`config.mk`:
```
export PLATFORM = sky130hd
export DESIGN_NAME = univ_shift_reg_flat
export DESIGN_NICKNAME = d
export VERILOG_FILES = /design/src/rtl/usr_pkg.sv /design/src/rtl/univ_shift_reg_if.sv /design/src/rtl/usr_frame_counter.sv /design/src/rtl/univ_shift_reg.sv /design/src/flat_wrapper.sv
export SDC_FILE = /design/constraint.sdc
export NUM_CORES = 1
export LEC_CHECK = 0
export ABC_AREA = 1
export CAP_MARGIN = 40
export CORE_MARGIN = 4
export CORE_UTILIZATION = 46
export DETAILED_ROUTE_END_ITERATION = 12
export GPL_TIMING_DRIVEN = 0
export PLACE_DENSITY = 0.85
export SYNTH_ARGS = -nofsm -noshare
export SYNTH_HDL_FRONTEND = slang
export SYNTH_HIERARCHICAL = 1
export SYNTH_SLANG_ARGS = --single-unit
```
`constraint.sdc`:
```
create_clock -name clk -period 1.2 [get_ports clk]
set_input_delay 0.18 -clock clk [delete_from_list [all_inputs] [get_ports clk]]
set_output_delay 0.18 -clock clk [all_outputs]
set_load 0.02 [all_outputs]
```
`src/rtl/usr_pkg.sv`:
```
// rtl/usr_pkg.sv - mode encoding and helpers for the universal shift register
package usr_pkg;

  localparam int USR_MODE_W = 3;

  typedef enum logic [2:0] {
    USR_HOLD  = 3'd0,
    USR_SHL   = 3'd1,
    USR_SHR   = 3'd2,
    USR_ROL   = 3'd3,
    USR_ROR   = 3'd4,
    USR_LOAD  = 3'd5,
    USR_CLEAR = 3'd6
  } usr_mode_t;

  // Shifts and rotates in either direction all advance the frame counter.
  function automatic logic is_shift_op(input logic [USR_MODE_W-1:0] mode);
    return (mode == USR_SHL) || (mode == USR_SHR) ||
           (mode == USR_ROL) || (mode == USR_ROR);
  endfunction

  function automatic logic is_restart_op(input logic [USR_MODE_W-1:0] mode);
    return (mode == USR_LOAD) || (mode == USR_CLEAR);
  endfunction

endpackage

```
`src/rtl/univ_shift_reg_if.sv`:
```
// rtl/univ_shift_reg_if.sv - control/data bundle for univ_shift_reg (par only with USR_PARITY_EN)
interface univ_shift_reg_if
  import usr_pkg::*;
#(
  parameter int WIDTH = 8,
  localparam int CNT_W = $clog2(WIDTH)
);
  logic                  ce;
  logic [USR_MODE_W-1:0] mode;
  logic                  sin_l;
  logic                  sin_r;
  logic [WIDTH-1:0]      pin;
  logic [WIDTH-1:0]      pout;
  logic                  sout_l;
  logic                  sout_r;
  logic [CNT_W-1:0]      bit_cnt;
  logic                  frame_done;
`ifdef USR_PARITY_EN
  logic                  par;
`endif

  modport master (
`ifdef USR_PARITY_EN
    input  par,
`endif
    output ce, mode, sin_l, sin_r, pin,
    input  pout, sout_l, sout_r, bit_cnt, frame_done
  );

  modport slave (
`ifdef USR_PARITY_EN
    output par,
`endif
    input  ce, mode, sin_l, sin_r, pin,
    output pout, sout_l, sout_r, bit_cnt, frame_done
  );

endinterface

```
`src/rtl/usr_frame_counter.sv`:
```
// rtl/usr_frame_counter.sv - counts shift ops and pulses frame_done every WIDTH of them
module usr_frame_counter #(
  parameter int WIDTH = 8,
  localparam int CNT_W = $clog2(WIDTH)
) (
  input  logic             clk,
  input  logic             rst,
  input  logic             shift_op,
  input  logic             restart,
  output logic [CNT_W-1:0] bit_cnt,
  output logic             frame_done
);

  localparam logic [CNT_W-1:0] LAST = CNT_W'(WIDTH - 1);

  logic [CNT_W-1:0] cnt_q, cnt_d;
  logic             done_q, done_d;

  always_comb begin
    cnt_d  = cnt_q;
    done_d = 1'b0;
    if (restart) begin
      cnt_d = '0;
    end else if (shift_op) begin
      if (cnt_q == LAST) begin
        cnt_d  = '0;
        done_d = 1'b1;
      end else begin
        cnt_d = cnt_q + CNT_W'(1);
      end
    end
  end

  always_ff @(posedge clk or posedge rst) begin
    if (rst) begin
      cnt_q  <= '0;
      done_q <= 1'b0;
    end else begin
      cnt_q  <= cnt_d;
      done_q <= done_d;
    end
  end

  assign bit_cnt    = cnt_q;
  assign frame_done = done_q;

endmodule

```
`src/rtl/univ_shift_reg.sv`:
```
// rtl/univ_shift_reg.sv - universal shift register with frame counting; USR_PARITY_EN adds registered par
module univ_shift_reg
  import usr_pkg::*;
#(
  parameter int WIDTH = 8,
  localparam int CNT_W = $clog2(WIDTH)
) (
  input logic             clk,
  input logic             rst,
  univ_shift_reg_if.slave bus
);

  logic [WIDTH-1:0] data_q, data_d;
  logic             shift_op;
  logic             restart;

  always_comb begin
    data_d = data_q;
    if (bus.ce) begin
      case (bus.mode)
        USR_SHL:   data_d = {data_q[WIDTH-2:0], bus.sin_l};
        USR_SHR:   data_d = {bus.sin_r, data_q[WIDTH-1:1]};
        USR_ROL:   data_d = {data_q[WIDTH-2:0], data_q[WIDTH-1]};
        USR_ROR:   data_d = {data_q[0], data_q[WIDTH-1:1]};
        USR_LOAD:  data_d = bus.pin;
        USR_CLEAR: data_d = '0;
        default:   data_d = data_q;
      endcase
    end
  end

  always_ff @(posedge clk or posedge rst) begin
    if (rst) data_q <= '0;
    else     data_q <= data_d;
  end

  assign shift_op = bus.ce & is_shift_op(bus.mode);
  assign restart  = bus.ce & is_restart_op(bus.mode);

  usr_frame_counter #(.WIDTH(WIDTH)) u_frame_counter (
    .clk        (clk),
    .rst        (rst),
    .shift_op   (shift_op),
    .restart    (restart),
    .bit_cnt    (bus.bit_cnt),
    .frame_done (bus.frame_done)
  );

  assign bus.pout   = data_q;
  assign bus.sout_l = data_q[WIDTH-1];
  assign bus.sout_r = data_q[0];

`ifdef USR_PARITY_EN
  // Parity of the next value keeps par aligned with q on the same edge.
  logic par_q;
  always_ff @(posedge clk or posedge rst) begin
    if (rst) par_q <= 1'b0;
    else     par_q <= ^data_d;
  end
  assign bus.par = par_q;
`endif

endmodule

```
`src/flat_wrapper.sv`:
```
// flat-port wrapper written by rule: the top's interface ports become plain ports
module univ_shift_reg_flat import usr_pkg::*;
#(
  parameter int WIDTH = 8,
  localparam int CNT_W = $clog2(WIDTH)
)
  (clk, rst, bus_ce, bus_mode, bus_sin_l, bus_sin_r, bus_pin, bus_pout, bus_sout_l, bus_sout_r, bus_bit_cnt, bus_frame_done);
  univ_shift_reg_if #(.WIDTH(WIDTH)) bus_i ();
  input logic clk;
  input logic rst;
  input wire logic [$bits(bus_i.ce)-1:0] bus_ce;
  input wire logic [$bits(bus_i.mode)-1:0] bus_mode;
  input wire logic [$bits(bus_i.sin_l)-1:0] bus_sin_l;
  input wire logic [$bits(bus_i.sin_r)-1:0] bus_sin_r;
  input wire logic [$bits(bus_i.pin)-1:0] bus_pin;
  output wire logic [$bits(bus_i.pout)-1:0] bus_pout;
  output wire logic [$bits(bus_i.sout_l)-1:0] bus_sout_l;
  output wire logic [$bits(bus_i.sout_r)-1:0] bus_sout_r;
  output wire logic [$bits(bus_i.bit_cnt)-1:0] bus_bit_cnt;
  output wire logic [$bits(bus_i.frame_done)-1:0] bus_frame_done;
  assign bus_i.ce = bus_ce;
  assign bus_i.mode = bus_mode;
  assign bus_i.sin_l = bus_sin_l;
  assign bus_i.sin_r = bus_sin_r;
  assign bus_i.pin = bus_pin;
  assign bus_pout = bus_i.pout;
  assign bus_sout_l = bus_i.sout_l;
  assign bus_sout_r = bus_i.sout_r;
  assign bus_bit_cnt = bus_i.bit_cnt;
  assign bus_frame_done = bus_i.frame_done;
  univ_shift_reg #(.WIDTH(WIDTH)) u_core (.clk(clk), .rst(rst), .bus(bus_i));
endmodule
```
==> results by group, run 1 <==
Outcome
  – Status: finished clean

Final layout
  – Most frequent cells in the layout: 53 x nand2_1, 25 x nand3_1, 17 x nor2_1, 15 x inv_1, 12 x clkdlybuf4s50_1
  – Area of the multi-input gates: 566 um2
  – Final Cell Area: 1370 um2
  – Ant. Diodes: 0
  – Layout cells sized above 1: 0.247
  – Nets@finish: 213
  – Area Overhead vs Synth: 43.7%
  – Most common cell after layout, fill and taps aside: nand2_1
  – Reg area: 307 um2
  – Fill count: 181
  – Final non-filler cell total: 221

Placed design
  – # placed instances: 210
  – Gpl congestion: 0.855
  – Input/output buffers: 29
  – HPWL reported at the end of detailed placement: 1.79 mm
  – Placed cell area: 1280 um2

Worst setup path
  – CP startpoint kind: register
  – Crit path cell chain: buf_4 -> buf_6
  – Crit path required time: 1.02 ns
  – CP Max Fanout: 6
  – Nature of the critical path endpoint: output port
  – CP bufs+invs: 2
  – Crit-path max cell delay: 0.45 ns
  – Slowest-stage cell, CP: dfrtp_2
  – Crit path kind: reg2out
  – Crit path max-delay family: flip-flops
  – Reg2Reg Depth: 4
  – Stages on worst setup path: 2
  – Worst EP arrival: 0.97 ns

Timing
  – Hold Fails Final Rpt: 0
  – Clock Skew: 0.000410 ns
  – Crit path time final: 1.15 ns
  – Slew @ Worst Pin: 0.310 ns
  – Hold_ws: 0.139 ns
  – Relative slew slack: 0.793
  – Fin crit share: 0.959
  – Final Max Slew Viols: 0
  – Fin Setup TNS: 0 ns
  – Final setup violation count: 0
  – Fmax: 869 MHz

Route
  – Via count: 1109
  – Drt wl/cell: 11.9 um
  – Initial DRC Count: 49
  – Drt first pass iters: 4
  – Top Layer Used: met4
  – Vias/cell: 5.02
  – Wirelength, routed: 2.64 mm
  – Routed met3 length: 115 um
  – DRT met1 WL: 1.09 mm
  – Antenna-violating nets left: 0
  – DRC Markers: 0
  – Routed wl met2: 1.41 mm

Global route
  – Gr usage total: 0.200
  – Vias in the first global route: 970
  – First-pass GRT wire length: 4.20 mm
  – Largest net degree at the start of global routing: 11
  – Antenna violations before repair: 0
  – Gr ovfl total: 0

Floorplan
  – Io pins: 30
  – Site row count: 16
  – Core area: 1960 um2
  – Die W: 53.6 um
  – Chip height: 53.6 um
  – Die area: 2870 um2
  – Initial Utilization: 0.487

Clock tree
  – CTS clk-pin slew, worst paths: 0.07 ns
  – H-tree depth: 1
  – Latest clock arrival within the worst-skew pair: 0.26 ns
  – Root buffer cell: clkbuf_4
  – Total CTS buffers: 3
  – Maximum clock path buffer count: 2
  – Clock sinks: 12
  – Hold_buf cts: 0
  – CTS tree: yes

Synthesis
  – Synth warn: 6
  – Synth Register Bits: 12
  – Post-Synth XOR/XNOR Area: 0
  – Compound-Gate Fraction of Synth Area: 0.0105
  – Syn Area/Cell: 6.21 um2
  – Largest family of logic cells by synthesized area: simple AND/OR/NAND/NOR gates
  – Syn_nets: 172
  – Register area share after synthesis: 0.314
  – Mapped Area: 956 um2
  – Post-Synth Adder-Cell Area: 0.0262
  – Simple-gate share of the synthesized area: 0.535
  – Post-synthesis mux area share: 0
  – Post-Syn Instances: 154
  – Synth cell types: 16

Hold path
  – Hold Path Class: in2async

Power and ir drop
  – Pleak: 0.770 nW
  – VDD IR-drop max: 0.000940 V
  – PD cells: 1220 nW/um2
  – Total power: 1.68 mW

Run
  – Max_cap viols: 0
[cell usage after synthesis]
cell	number	area (um2)
buf_2	3	15.0
buf_4	3	22.5
dfrtp_1	12	300
ha_1	2	25.0
inv_1	17	63.8
inv_2	2	7.51
nand2_1	54	203
nand2_2	3	18.8
nand2_4	1	11.3
nand3_1	25	125
nand3_2	1	10.0
nand4_1	8	50.1
nor2_1	19	71.3
nor2_4	2	22.5
o21ai_0	1	5.00
o21ai_1	1	5.00
[power by group]
part / switching, mW / leakage (nW) / internal (mW) / total, mW
sequential: 0.127 / 0.152 / 0.505 / 0.633
clock: 0.116 / 0.0210 / 0.184 / 0.300
combinational: 0.418 / 0.598 / 0.328 / 0.746
total: 0.662 / 0.770 / 1.02 / 1.68
[metrics by stage]
stage	setup slack, ns	utilization
after detailed placement	-0.611	0.652
after global routing	-0.0143	0.700
after CTS	0.00158	0.709
final	0.0492	0.700
after global placement	-0.563	0.652
after floorplan	0.0225	-
[layer usage]
metal  vias to the layer above  GRT usage
met2                        34      0.367
met5                         -          0
li1                        566          -
met4                         0     0.0894
met1                       505      0.233
met3                         4     0.0194
[state kept, by name, indices dropped and copies added, names as in the netlist]
register,cells
u_core/u_frame_counter/bit_cnt,3
u_core/u_frame_counter/frame_done,1
u_core/bus.pout,8
[repair_timing]
item,in CTS,in global routing
gates resized for setup,46,15
gates cloned,1,0
setup buffers,5,1
setup endpoints to repair,26,13
pin swaps,4,0
[cell type report]
cell class,count,share of cell area
Multi-Input combinational cell,118,0.412
Tap cell,27,0.0246
Timing Repair Buffer,35,0.224
Inverter,19,0.0537
Clock buffer,4,0.0264
Buffer,6,0.0364
Sequential cell,12,0.223
[logic make-up after synthesis]
kind of cell,Yosys count
AOI/OAI and AO/OA,2
and+or+nand+nor,113
adders and majority gates,2
DFF,12
buffers and inverters,25
[worst paths after layout]
kind                                                                  to  slack (ns)                                          start
max                                                          bus_pout[0]        0.05                 u_core/bus.pout[0]$_DFFE_PP0P_
min                          u_core/u_frame_counter/frame_done$_DFF_PP0_        0.14                                            rst
max reg2reg                u_core/u_frame_counter/bit_cnt[2]$_DFFE_PP0P_        0.08  u_core/u_frame_counter/bit_cnt[0]$_DFFE_PP0P_
min reg2reg                u_core/u_frame_counter/bit_cnt[1]$_DFFE_PP0P_        0.52  u_core/u_frame_counter/bit_cnt[1]$_DFFE_PP0P_
max in group asynchronous                 u_core/bus.pout[6]$_DFFE_PP0P_        0.75                                            rst
min in group clk           u_core/u_frame_counter/bit_cnt[1]$_DFFE_PP0P_        0.52  u_core/u_frame_counter/bit_cnt[1]$_DFFE_PP0P_
No activity file was read; power rests on OpenSTA's default activity.
==> inputs of run 2 (changes only) <==
==> constraint.sdc (replaced) <==
create_clock -name clk -period 1.2 [get_ports clk]
set_input_delay 0.12 -clock clk [delete_from_list [all_inputs] [get_ports clk]]
set_output_delay 0.12 -clock clk [all_outputs]
set_load 0.02 [all_outputs]
==> run 2 against run 1 <==
Fmax fell by 0.50%; wire length decreased by 0.83%; final cell count grew 0.90%; core utilization rose by 1.8 points; worst setup slack lost 0.0058 ns; highest routed layer unchanged; critical path type unchanged; largest power group unchanged; via count up 2.5%; sequential share of layout area fell by 0.91 points; global-route usage decreased by 1.5 points; sequential cell count is the same.
==> results by group, run 2 (synthesis gave the netlist of run 1 again) <==
Final layout
  – Area of the multi-input gates: 573 um2 (+1.3%)
  – Reg area: 302 um2 (-1.6%)
  – Fill count: 183 (+1.1%)
  – Layout cells sized above 1: 0.204 (-0.0433)
  – Final Cell Area: 1410 um2 (+2.5%)
  – Final non-filler cell total: 223 (+0.90%)
  – Max reg flops: 8 (unchanged)
  – Ant. Diodes: 0 (unchanged)
  – Area Overhead vs Synth: 47.4%
  – Nets@finish: 215 (+0.94%)
  – Most common cell after layout, fill and taps aside: nand2_1
  – Most frequent cells in the layout: 54 x nand2_1, 25 x nand3_1, 16 x nor2_1, 15 x inv_1, 12 x clkdlybuf4s50_1

Floorplan
  – Chip height: 53.6 um (unchanged)
  – Die W: 53.6 um (unchanged)
  – Initial Utilization: 0.487 (unchanged)
  – Die area: 2870 um2 (unchanged)
  – Io pins: 30 (unchanged)
  – Core area: 1960 um2 (unchanged)
  – Site row count: 16 (unchanged)

Worst setup path
  – Slowest-stage cell, CP: dfrtp_1
  – Crit-path max cell delay: 0.44 ns (about the same)
  – Crit path max-delay family: flip-flops
  – Crit path kind: reg2out
  – Crit path cell chain: clkdlybuf4s15_1
  – CP startpoint kind: register
  – Stages on worst setup path: 1 (-1)
  – Worst EP arrival: 1.04 ns (+0.07 ns)
  – CP Max Fanout: 6 (unchanged)
  – Nature of the critical path endpoint: output port
  – CP bufs+invs: 1 (-1)
  – Reg2Reg Depth: 4 (unchanged)
  – Crit path required time: 1.08 ns (+0.06 ns)

Placed design
  – Placed cell area: 1280 um2 (unchanged)
  – HPWL reported at the end of detailed placement: 1.79 mm (unchanged)
  – # placed instances: 210 (unchanged)
  – Input/output buffers: 29 (unchanged)
  – Gpl congestion: 0.855 (unchanged)

Clock tree
  – Latest clock arrival within the worst-skew pair: 0.26 ns (about the same)
  – CTS tree: yes
  – Clock sinks: 12 (unchanged)
  – Total CTS buffers: 3 (unchanged)
  – CTS clk-pin slew, worst paths: 0.07 ns (about the same)
  – Root buffer cell: clkbuf_4
  – Hold_buf cts: 0 (unchanged)
  – Maximum clock path buffer count: 2 (unchanged)
  – H-tree depth: 1 (unchanged)

Timing
  – Clock Skew: 0.000432 ns (+0.0000218 ns)
  – Fmax: 865 MHz (-0.50%)
  – Unrepaired setup endpoints after global routing: true
  – Hold Fails Final Rpt: 0 (unchanged)
  – Slew @ Worst Pin: 0.301 ns (-0.00881 ns)
  – Final Max Slew Viols: 0 (unchanged)
  – Fin Setup TNS: 0 ns (unchanged)
  – Relative slew slack: 0.799 (+0.00588)
  – Fin crit share: 0.964 (+0.00486)
  – Crit path time final: 1.16 ns (+0.00583 ns)
  – Final setup violation count: 0 (unchanged)

Route
  – Antenna-violating nets left: 0 (unchanged)
  – Vias/cell: 5.10 (+1.6%)
  – Wirelength, routed: 2.62 mm (-0.83%)
  – Via count: 1137 (+2.5%)
  – Drt first pass iters: 4 (unchanged)
  – Initial DRC Count: 42 (-14%)
  – DRC Markers: 0 (unchanged)
  – Drt wl/cell: 11.7 um (-1.7%)

Global route
  – First-pass GRT wire length: 3.91 mm (-6.7%)
  – Gr usage total: 0.185 (-0.0152)
  – Largest net degree at the start of global routing: 11 (unchanged)
  – Gr ovfl total: 0 (unchanged)
  – Antenna violations before repair: 0 (unchanged)
  – Vias in the first global route: 919 (-5.3%)

Run
  – Max_cap viols: 0 (unchanged)

Power and ir drop
  – VDD IR-drop max: 0.000933 V (-0.82%)
  – Total power: 1.67 mW (-0.46%)
  – Pleak: 0.812 nW (+5.4%)
  – PD cells: 1190 nW/um2 (-2.9%)

Hold path
  – Hold Path Class: in2async

Outcome
  – Status: finished clean
run 2: changes by cell type in the layout (fill, tap and decap cells not counted), sizes merged:
cell	previous run	this run
buf	16	17
clkbuf	9	8
clkdlybuf4s15	4	3
dlygate4sd2	4	7
dlymetal6s2s	0	1
nand2	59	58
run 2: area by class of cell:
cell class,count,share of cell area
multi-input cells,117,0.407
plain buffers,6,0.0382
well taps,27,0.0240
inverters,19,0.0524
flip-flops and latches,12,0.214
repair buffers,38,0.239
clock buffers,4,0.0258
run 2: where the power goes:
group	internal (mW)	switching, mW
Combinational	0.327	0.418
Clock	0.184	0.115
Sequential	0.498	0.128
run 2: metal layers:
layer | vias to the layer above | part of all wire | global-route usage
met4 | 0 | 0.0023 | 0.0638
met5 | - | 0 | 0
met3 | 2 | 0.063 | 0.0166
met2 | 45 | 0.52 | 0.331
met1 | 519 | 0.42 | 0.231
li1 | 571 | - | -
run 2: metrics by stage:
step                      utilization  setup WS (ns)  hold WS, ns
after floorplan                     -         0.0225       -0.114
after global placement          0.652         -0.503        0.340
after detailed placement        0.652         -0.551        0.363
after CTS                       0.699       0.000115       0.0731
after global routing            0.718        -0.0221       0.0778
final                           0.718         0.0434       0.0776
run 2: path summary, 6_finish.rpt:
path,start,to,slack [ns]
max,u_core/bus.pout[5]$_DFFE_PP0P_,bus_pout[5],0.04
min,rst,u_core/u_frame_counter/bit_cnt[1]$_DFFE_PP0P_,0.08
max reg2reg,u_core/u_frame_counter/bit_cnt[0]$_DFFE_PP0P_,u_core/u_frame_counter/bit_cnt[2]$_DFFE_PP0P_,0.06
min reg2reg,u_core/u_frame_counter/bit_cnt[1]$_DFFE_PP0P_,u_core/u_frame_counter/bit_cnt[1]$_DFFE_PP0P_,0.51
max in group asynchronous,rst,u_core/bus.pout[0]$_DFFE_PP0P_,0.82
min in group clk,bus_mode[2],u_core/bus.pout[0]$_DFFE_PP0P_,0.49
run 2: what timing repair did:
action,CTS,global route
setup buffers,4,5
endpoints found under the hold margin,0,0
pin swaps,2,1
gates resized for setup,30,17
endpoints found under the setup margin,26,20
==> inputs of run 3 (changes only) <==
--- a/config.mk
+++ b/config.mk
@@ -5,13 +5,12 @@
 export SDC_FILE = /design/constraint.sdc
 export NUM_CORES = 1
 export LEC_CHECK = 0
-export ABC_AREA = 1
 export CAP_MARGIN = 40
 export CORE_MARGIN = 4
-export CORE_UTILIZATION = 46
+export CORE_UTILIZATION = 42
 export DETAILED_ROUTE_END_ITERATION = 12
 export GPL_TIMING_DRIVEN = 0
-export PLACE_DENSITY = 0.85
+export PLACE_DENSITY = 0.83
 export SYNTH_ARGS = -nofsm -noshare
 export SYNTH_HDL_FRONTEND = slang
 export SYNTH_HIERARCHICAL = 1
==> run 3 against run 2 <==
The flow now finishes with violations (negative setup slack); die area fell by 9.0%; cell area fell by 15%; largest cell class unchanged; critical path depth rose by 3; fmax fell by 13%.
==> results by group, run 3 <==
Outcome
  – Status: finished with violations
  – Failing checks: negative setup slack

Clock tree
  – Maximum clock path buffer count: 2 (unchanged)
  – Latest clock arrival within the worst-skew pair: 0.27 ns (about the same)
  – CTS clk-pin slew, worst paths: 0.08 ns (about the same)
  – Hold_buf cts: 0 (unchanged)
  – Total CTS buffers: 3 (unchanged)
  – H-tree depth: 1 (unchanged)
  – Clock sinks: 12 (unchanged)
  – CTS tree: yes
  – Root buffer cell: clkbuf_4

Floorplan
  – Io pins: 30 (unchanged)
  – Initial Utilization: 0.447 (-0.0399)
  – Die area: 2610 um2 (-9.0%)
  – Die W: 51.1 um (-4.6%)
  – Chip height: 51.1 um (-4.6%)
  – Site row count: 15 (-1)
  – Core area: 1750 um2 (-11%)

Timing
  – Final setup violation count: 1 (+1)
  – Clock Skew: 0.00124 ns (+0.000813 ns)
  – Hold_ws: 0.0616 ns (-0.0160 ns)
  – Unrepaired setup endpoints after global routing: true
  – Setup ws final: -0.137 ns (-0.180 ns)
  – Slew @ Worst Pin: 0.329 ns (+0.0282 ns)
  – Final Max Slew Viols: 0 (unchanged)
  – Fin crit share: 1.11 (+0.150)
  – Hold Fails Final Rpt: 0 (unchanged)
  – Relative slew slack: 0.781 (-0.0186)
  – Fmax: 748 MHz (-13%)
  – Crit path time final: 1.34 ns (+0.180 ns)

Worst setup path
  – R2r endpoint: u_core/u_frame_counter/bit_cnt[0]$_DFFE_PP0P_
  – CP startpoint kind: register
  – Crit. Startpoint: u_core/u_frame_counter/bit_cnt[1]$_DFFE_PP0P_
  – CP Max Fanout: 2 (-4)
  – Nature of the critical path endpoint: register
  – Crit path kind: reg2reg
  – Crit path required time: 1.40 ns (+0.32 ns)
  – Flop2flop setup slack: -0.14 ns (-0.20 ns)
  – Reg2Reg Depth: 4 (unchanged)
  – Worst R2R Start: u_core/u_frame_counter/bit_cnt[1]$_DFFE_PP0P_
  – Worst EP arrival: 1.54 ns (+0.50 ns)

Route
  – Drt wl/cell: 14.3 um (+22%)
  – Via count: 801 (-30%)
  – Drt first pass iters: 4 (unchanged)
  – Antenna-violating nets left: 0 (unchanged)
  – Wirelength, routed: 2.10 mm (-20%)
  – Initial DRC Count: 15 (-64%)
  – DRC Markers: 0 (unchanged)
  – Vias/cell: 5.45 (+6.9%)

Synthesis
  – Main synth FF type: dfrtp_1
  – Post-synth ARST share: 1.00 (unchanged)
  – Post-synth EDFFs: 0 (unchanged)
  – Syn_nets: 102 (-41%)
  – Mapped Area: 781 um2 (-18%)
  – Register area share after synthesis: 0.385 (+0.0705)
  – Synth Register Bits: 12 (unchanged)
  – Largest cells by area after synthesis: dfrtp_1 38%, nand2_1 4.8%, a221oi_1 4.5%
  – Yosys top cell by area: dfrtp_1
  – Synth warn: 6 (unchanged)
  – Synth cell types: 33 (+17)
  – Synth top area share: 0.385 (+0.0705)
  – Post-Syn Instances: 84 (-45%)
  – Syn Area/Cell: 9.29 um2 (+50%)
  – Count leader, synth: dfrtp_1
  – Synth cell count leaders: 12 x dfrtp_1, 10 x nand2_1, 6 x o21ai_1

Global route
  – Vias in the first global route: 818 (-11%)
  – Antenna violations before repair: 0 (unchanged)
  – Gr ovfl total: 0 (unchanged)
  – First-pass GRT wire length: 3.52 mm (-10%)
  – Largest net degree at the start of global routing: 11 (unchanged)
  – Gr usage total: 0.177 (-0.00803)

Final layout
  – Area Overhead vs Synth: 54.0%
  – Nets@finish: 141 (-34%)
  – Area of the multi-input gates: 467 um2 (-19%)
  – Most common cell after layout, fill and taps aside: clkdlybuf4s50_1
  – Max reg flops: 8 (unchanged)
  – Most frequent cells in the layout: 11 x clkdlybuf4s50_1, 10 x nand2_1, 10 x dfrtp_1, 8 x buf_4, 8 x o21ai_1
  – Fill count: 155 (-15%)
  – Ant. Diodes: 0 (unchanged)
  – Reg area: 303 um2 (+0.41%)
  – Layout cells sized above 1: 0.279 (+0.0746)

Placed design
  – Gpl congestion: 0.820 (-4.2%)
  – Input/output buffers: 29 (unchanged)
  – HPWL reported at the end of detailed placement: 1.54 mm (-14%)

Hold path
  – Hold Path Class: in2async

Power and ir drop
  – VDD IR-drop max: 0.000858 V (-8.0%)
  – PD cells: 1330 nW/um2 (+12%)
  – Total power: 1.60 mW (-4.1%)
  – Pleak: 0.550 nW (-32%)

Run
  – Max_cap viols: 0 (unchanged)
-- run 3: cell types whose count changed after synthesis, sizes merged, moves of 6 or more --
cell	previous run	this run
a221oi	0	6
inv	19	3
nand2	58	10
nand3	26	2
nand4	8	0
nor2	21	4
o21ai	2	11
-- run 3: report_power, final --
group          switching [mW]  total [mW]  leakage [nW]  internal, mW
clock                   0.136       0.321        0.0210         0.184
sequential             0.0993       0.593         0.154         0.493
combinational           0.347       0.689         0.375         0.342
-- run 3: per-stage QoR --
step	setup WS [ns]	instance area, um2	util	instances	TNS (ns)
finish	-0.137	1200	0.689	147	-0.137
global route	-0.185	1200	0.689	147	-0.190
CTS	-0.153	1170	0.670	146	-0.153
detailed placement	-0.665	1110	0.634	138	-5.07
global placement	-0.608	1110	0.634	138	-4.63
floorplan	-0.142	786	-	84	-0.142
-- run 3: layer usage --
metal,vias to the layer above,part of all wire,track usage
met5,-,0,0
met4,0,0.0067,0.0717
met3,2,0.082,0.0350
met2,38,0.51,0.303
met1,380,0.41,0.215
li1,381,-,-
-- run 3: kinds of logic (layout without fill, tap and decap cells) --
group	count (synthesis)	count (layout)	synth area share
multiplexers	2	2	0.0256
XOR/XNOR	1	1	0.0112
AND/OR/NAND/NOR	32	32	0.232
adder cells (fa/ha/maj)	2	2	0.0320
buffers and inverters	9	47	0.0673
AO/OA/AOI/OAI	26	26	0.247
flip-flops	12	12	0.385
-- run 3: worst max path at each step --
stage / depth (start not counted) / slack, ns / endpoint
2_1_floorplan: 4 / -0.14 / u_core/u_frame_counter/bit_cnt[0]$_DFFE_PP0P_
3_3_place_gp: 6 / -0.61 / u_core/u_frame_counter/bit_cnt[0]$_DFFE_PP0P_
3_5_place_dp: 6 / -0.67 / u_core/u_frame_counter/bit_cnt[0]$_DFFE_PP0P_
4_1_cts: 4 / -0.15 / u_core/u_frame_counter/bit_cnt[0]$_DFFE_PP0P_
5_1_grt: 4 / -0.18 / u_core/u_frame_counter/bit_cnt[0]$_DFFE_PP0P_
6_report: 4 / -0.14 / u_core/u_frame_counter/bit_cnt[0]$_DFFE_PP0P_
-- run 3: area by class of cell --
| type | count | share of cell area |
|---|---|---|
| buffer | 5 | 0.0375 |
| clock buffer | 4 | 0.0302 |
| inverter | 3 | 0.00937 |
| multi-input combinational | 63 | 0.388 |
| sequential | 12 | 0.252 |
| tap | 25 | 0.0260 |
| timing repair buffer | 35 | 0.257 |
-- run 3: what timing repair did --
| action | in CTS | in global routing |
|---|---|---|
| pin swaps | 2 | 2 |
| cloned | 0 | 0 |
| endpoints found under the setup margin | 26 | 14 |
| setup buffers | 4 | 2 |
| gates resized for setup | 30 | 22 |
-- run 3: worst max-delay path, stage by stage, from the launching register on --
cell and delay, ns:
dfrtp_2 0.43, ha_4 0.17, ha_4 0.15, or3b_4 0.39, a21oi_2 0.13
